==> src/rtl/pipeline_ctrl_if.sv <==
// Stall/flush/redirect bundle between the 5-stage datapath and pipeline_ctrl.
// The master modport is the datapath; the slave modport is the sequencer.
interface pipeline_ctrl_if;
   logic        stallreq_id;
   logic        stallreq_ex;
   logic        stallreq_mem;
   logic        excp_valid;
   logic [31:0] excp_handler_addr;
   logic [5:0]  stall;
   logic        flush;
   logic [31:0] new_pc;

   modport master (
      output stallreq_id, stallreq_ex, stallreq_mem, excp_valid, excp_handler_addr,
      input  stall, flush, new_pc
   );

   modport slave (
      input  stallreq_id, stallreq_ex, stallreq_mem, excp_valid, excp_handler_addr,
      output stall, flush, new_pc
   );
endinterface

==> src/rtl/pipeline_ctrl.sv <==
// Central stall/flush sequencer for the 5-stage MIPS pipeline, with a stall watchdog.
// Define PIPE_CTRL_PERF_EN to build the stall-cycle and flush-count performance counters.
module pipeline_ctrl #(
   parameter int STALL_TIMEOUT = 256,
   parameter int CNT_W         = 9
) (
   input  logic            clk,
   input  logic            rst,
   pipeline_ctrl_if.slave  pipe,
   input  logic            perf_clr,
   output logic            stall_timeout,
   output logic [31:0]     perf_stall_cycles,
   output logic [15:0]     perf_flush_count
);

   typedef enum logic [1:0] {RUN, STALL, FLUSH} state_t;

   localparam logic [CNT_W-1:0] TIMEOUT_VAL = CNT_W'(STALL_TIMEOUT);

   state_t           state;
   state_t           state_next;
   logic             any_req;
   logic [5:0]       stall_dec;
   logic [5:0]       stall_o;
   logic             flush_o;
   logic [31:0]      new_pc_o;
   logic [31:0]      handler_q;
   logic [CNT_W-1:0] wd_cnt;
   logic [CNT_W-1:0] wd_cnt_next;

   // Deepest requesting stage wins: it freezes itself and every register upstream.
   always_comb begin
      any_req   = pipe.stallreq_id | pipe.stallreq_ex | pipe.stallreq_mem;
      stall_dec = 6'b000000;
      if (pipe.stallreq_mem)
         stall_dec = 6'b011111;
      else if (pipe.stallreq_ex)
         stall_dec = 6'b001111;
      else if (pipe.stallreq_id)
         stall_dec = 6'b000111;
   end

   always_comb begin
      state_next = state;
      stall_o    = 6'b000000;
      flush_o    = 1'b0;
      new_pc_o   = 32'h0;
      case (state)
         RUN: begin
            stall_o = stall_dec;
            if (pipe.excp_valid)
               state_next = FLUSH;
            else if (any_req)
               state_next = STALL;
         end
         STALL: begin
            stall_o = stall_dec;
            if (pipe.excp_valid)
               state_next = FLUSH;
            else if (!any_req)
               state_next = RUN;
         end
         FLUSH: begin
            flush_o    = 1'b1;
            new_pc_o   = handler_q;
            state_next = RUN;
         end
         default: state_next = RUN;
      endcase
      // Stall must read as zero the moment reset asserts, even with requests pending.
      if (!rst)
         stall_o = 6'b000000;
   end

   // Watchdog only counts edges spent inside STALL; any other destination clears it.
   always_comb begin
      wd_cnt_next = '0;
      if (state_next == STALL) begin
         wd_cnt_next = wd_cnt;
         if (state == STALL && wd_cnt != TIMEOUT_VAL)
            wd_cnt_next = wd_cnt + 1'b1;
      end
   end

   always_ff @(posedge clk or negedge rst) begin
      if (!rst) begin
         state     <= RUN;
         wd_cnt    <= '0;
         handler_q <= 32'h0;
      end else begin
         state  <= state_next;
         wd_cnt <= wd_cnt_next;
         if (state != FLUSH && pipe.excp_valid)
            handler_q <= pipe.excp_handler_addr;
      end
   end

   assign pipe.stall    = stall_o;
   assign pipe.flush    = flush_o;
   assign pipe.new_pc   = new_pc_o;
   assign stall_timeout = (wd_cnt == TIMEOUT_VAL);

`ifdef PIPE_CTRL_PERF_EN
   // A clear in the same cycle as a count event takes priority.
   always_ff @(posedge clk or negedge rst) begin
      if (!rst) begin
         perf_stall_cycles <= 32'h0;
         perf_flush_count  <= 16'h0;
      end else if (perf_clr) begin
         perf_stall_cycles <= 32'h0;
         perf_flush_count  <= 16'h0;
      end else begin
         if (stall_o != 6'b000000)
            perf_stall_cycles <= perf_stall_cycles + 32'h1;
         if (flush_o)
            perf_flush_count <= perf_flush_count + 16'h1;
      end
   end
`else
   logic perf_clr_unused;
   assign perf_clr_unused   = perf_clr;
   assign perf_stall_cycles = 32'h0;
   assign perf_flush_count  = 16'h0;
`endif

endmodule

==> src/flat_wrapper.sv <==
// flat-port wrapper written by rule: the top's interface ports become plain ports
module pipeline_ctrl_flat 
#(
   parameter int STALL_TIMEOUT = 256,
   parameter int CNT_W         = 9
)
  (clk, rst, perf_clr, stall_timeout, perf_stall_cycles, perf_flush_count, pipe_stallreq_id, pipe_stallreq_ex, pipe_stallreq_mem, pipe_excp_valid, pipe_excp_handler_addr, pipe_stall, pipe_flush, pipe_new_pc);
  pipeline_ctrl_if pipe_i ();
  input  logic clk;
  input  logic rst;
  input  logic perf_clr;
  output logic stall_timeout;
  output logic [31:0] perf_stall_cycles;
  output logic [15:0] perf_flush_count;
  input wire logic [$bits(pipe_i.stallreq_id)-1:0] pipe_stallreq_id;
  input wire logic [$bits(pipe_i.stallreq_ex)-1:0] pipe_stallreq_ex;
  input wire logic [$bits(pipe_i.stallreq_mem)-1:0] pipe_stallreq_mem;
  input wire logic [$bits(pipe_i.excp_valid)-1:0] pipe_excp_valid;
  input wire logic [$bits(pipe_i.excp_handler_addr)-1:0] pipe_excp_handler_addr;
  output wire logic [$bits(pipe_i.stall)-1:0] pipe_stall;
  output wire logic [$bits(pipe_i.flush)-1:0] pipe_flush;
  output wire logic [$bits(pipe_i.new_pc)-1:0] pipe_new_pc;
  assign pipe_i.stallreq_id = pipe_stallreq_id;
  assign pipe_i.stallreq_ex = pipe_stallreq_ex;
  assign pipe_i.stallreq_mem = pipe_stallreq_mem;
  assign pipe_i.excp_valid = pipe_excp_valid;
  assign pipe_i.excp_handler_addr = pipe_excp_handler_addr;
  assign pipe_stall = pipe_i.stall;
  assign pipe_flush = pipe_i.flush;
  assign pipe_new_pc = pipe_i.new_pc;
  pipeline_ctrl #(.STALL_TIMEOUT(STALL_TIMEOUT), .CNT_W(CNT_W)) u_core (.clk(clk), .rst(rst), .pipe(pipe_i), .perf_clr(perf_clr), .stall_timeout(stall_timeout), .perf_stall_cycles(perf_stall_cycles), .perf_flush_count(perf_flush_count));
endmodule
==> config.mk <==
export PLATFORM = sky130hd
export DESIGN_NAME = pipeline_ctrl_flat
export DESIGN_NICKNAME = d
export VERILOG_FILES = /design/src/rtl/pipeline_ctrl_if.sv /design/src/rtl/pipeline_ctrl.sv /design/src/flat_wrapper.sv
export SDC_FILE = /design/constraint.sdc
export NUM_CORES = 1
export LEC_CHECK = 0
export BUFFER_PORTS_ARGS = -buffer_cell sky130_fd_sc_hd__buf_4
export CORE_MARGIN = 8
export CORE_UTILIZATION = 45
export CTS_CLUSTER_SIZE = 8
export DETAILED_ROUTE_END_ITERATION = 10
export GPL_ROUTABILITY_DRIVEN = 0
export GPL_TIMING_DRIVEN = 0
export PLACE_DENSITY = 0.8
export SETUP_SLACK_MARGIN = 0.05
export SYNTH_ARGS = -nofsm -noshare
export SYNTH_HDL_FRONTEND = slang
export SYNTH_SLANG_ARGS = --single-unit
==> constraint.sdc <==
create_clock -name clk -period 2 [get_ports clk]
set_clock_uncertainty 0.05 [all_clocks]
set_input_delay 0.4 -clock clk [delete_from_list [all_inputs] [get_ports clk]]
set_output_delay 0.4 -clock clk [all_outputs]
set_load 0.05 [all_outputs]
==> flow_metrics.tcl <==
set metrics [dict create \
    holdCritPathClass "in -> async" \
    pwr-share-seq 0.400 \
    finish.net_count 402 \
    syn_avg_cell_area_um2 10.9 \
    antennaDiodeCount 0 \
    detailedPlacementHpwl_um 4270 \
    fp.dieH_um 88.8 \
    viasPerCell 4.20 \
    dpl_cell_area_um2 3230 \
    drc 0 \
    post-place-ws_ps -22.0 \
    tritoncts_num_sinks 43 \
    chipWidth_um 88.8 \
    worstSkewPairLatency_ps 280 \
    cts_tree "built" \
    period_needed_ps 1950 \
    ys_async_sr_fraction 1.00 \
    peak_clock_frequency_supported_by_timing_ghz 0.513 \
    share_comb_of_total_power 0.362 \
    finalCritPeriodShare 0.975 \
    core_area_um2 5110 \
    power_switching_uw 881 \
    internal_power_mw 1.64 \
    clk_transition_reported_paths_ps 80 \
    synth_largest_type_area_fraction 0.451 \
    timing.final.ws_setup_ps 50.1 \
    grt-ovfl-total 0 \
    postRouteAntennaNets 0 \
    fin_worst_hold_slack_ps 9.95 \
    route.final.wire_length_um 5650 \
    totalNegativeSetupSlack_ps 0 \
    synthesis.yosys.warnings 0 \
    detailroute.via_count 1814 \
    grt_start_max_net_pins 45 \
    post_layout_nonfiller_instances 432 \
    clkPwrFrac 0.238 \
    synth_cell_types 32 \
    fillerInstances 401 \
    yosys_register_bits 43 \
    cellPowerDensity_nw_per_um2 698 \
    total_power_mw 2.52 \
    layout-drive-gt1-share 0.525 \
    netlist_top_cells_area "dfrtp_1, buf_4, mux2_2, and2_1, nor2_1" \
    routedWlPerCell_um 13.1 \
    synth_top_flop_cell "dfrtp_1" \
    postSynthCellCount 219 \
    firstDrtPassIters 4 \
    timing_worst_setup_path_type "reg -> out" \
    die-area_um2 7880 \
    placement.io_buffers 76 \
    areaGrowthSynthToFinish_pct 51.3 \
    status "finished, final reports clean" \
    cts-root-buf "clkbuf_8" \
    worstPathRequired_ps 1550 \
    worst-path-max-fanout 2 \
    final_area_um2 3610 \
    mappedNetlistArea_um2 2380 \
    number_of_synthesized_flops_with_an_enable_pin 0 \
    gr_util_all_layers 0.135 \
    numPlacedInstances 413 \
    numCtsBuffers 5 \
    dr.first_iter.drc_count 69 \
    critical_path_arrival_ps 1500 \
    finalMaxSlewViolations 0 \
    io_pins 127 \
    seq_area_frac_synth 0.451 \
    swShare 0.350 \
    max-cap-violations 0 \
    cp_endpoint_kind "output port" \
    seq_area_um2 1080 \
    std_cell_rows 26 \
    grt_pass1_vias 1837 \
    worstSetupStartpointType "flop" \
    final-setup-viol-count 0 \
    post-route-util 0.706 \
    timing_hold_violations_final 0 \
    initial_antenna_violation_count 0 \
    multi_input_comb_area_um2 1070 \
    post-synth-top-area-cell "dfrtp_1" \
    initial_cell_density_of_the_core 0.467 \
    p_leak_nw 1.89 \
    ir_worst_vdd_v 0.000518 \
    grt_setup_unrepaired "yes" \
    h-tree-depth 2 \
    cts-root-to-sink-buffers 2 \
    grt_pass1_wl_um 8370 \
]
[power by group through the flow]
stage	Sequential [mW]	Combinational [mW]	Clock, mW
global route	1.02	0.963	0.655
floorplan	1.01	0.656	0
global placement	1.02	0.834	0
CTS	1.01	0.866	0.621
finish	1.01	0.912	0.598
detailed placement	1.03	0.845	0
[layer usage]
layer	GRT usage	up-vias	wire length [um]	part of all wire
met1	0.140	834	2010	0.36
li1	-	896	-	-
met2	0.233	80	2730	0.48
met5	0	-	0	0
met4	0.0323	0	29	0.0051
met3	0.0734	4	881	0.16
[worst max-delay path: stages (launching register included)]
cell and delay [ps]:
dfrtp_1 390, or4_4 560, nor2_4 110, buf_8 150
[timing repair]
action,CTS,global route
setup endpoints to repair,32,34
setup buffers,6,4
pin swaps,1,2
resized for setup,19,33
endpoints found under the hold margin,43,43
[path summary, 6_finish.rpt]
check | startpoint | to | slack (ps) | depth (start not counted)
min in group clk | pipe_excp_handler_addr[15] | u_core.handler_q[15] | 280 | 2
setup reg to reg | u_core.wd_cnt[1] | u_core.wd_cnt[7] | 130 | 7
hold / removal | rst | u_core.handler_q[7] | 10 | 2
max in group asynchronous | rst | u_core.handler_q[16] | 1680 | 2
setup / recovery | u_core.wd_cnt[6] | stall_timeout | 50 | 3
hold reg to reg | u_core.handler_q[15] | u_core.handler_q[15] | 440 | 1
[area by class of cell]
| type | count | area share |
|---|---|---|
| Multi-Input combinational cell | 161 | 0.297 |
| Inverter | 4 | 0.00416 |
| Timing Repair Buffer | 87 | 0.222 |
| Clock buffer | 8 | 0.0277 |
| Tap cell | 70 | 0.0243 |
| Buffer | 59 | 0.127 |
| Sequential cell | 43 | 0.298 |
[placed cells by master, fill, tap and decap left out, types with 3 or more instances in the layout]
cell / n
buf_4: 105
conb_1: 49
dfrtp_1: 43
buf_6: 31
and2_1: 31
mux2_2: 31
nor2_1: 10
clkbuf_8: 7
buf_8: 5
nand3_1: 5
xor2_1: 5
inv_1: 4
buf_2: 3
[sequential cells by signal (all words and copies together) (netlist names)]
| signal | count |
|---|---|
| u_core.handler_q | 32 |
| u_core.wd_cnt | 9 |
| u_core.state | 2 |
[cells by family (layout without fill, tap and decap cells)]
group / Yosys count / count (layout) / share of synthesized area
flops: 43 / 43 / 0.451
simple gates: 66 / 66 / 0.161
fa+ha+maj: 2 / 2 / 0.0105
compound gates: 5 / 5 / 0.0142
buf+inv: 63 / 158 / 0.184
mux: 33 / 33 / 0.155
xor+xnor: 6 / 6 / 0.0220
other cells: 1 / 49 / 0.00157
[synth_stat cells (all sizes together), types with 2 or more instances]
cell / number
buf: 55
dfrtp: 43
and2: 33
mux2: 32
nor2: 12
nand3: 5
xor2: 5
clkbuf: 4
inv: 4
or4: 3
ha: 2
nand2: 2
nand2b: 2
nor2b: 2
o21ai: 2
Note: power is estimated with default switching activity, not from simulation.
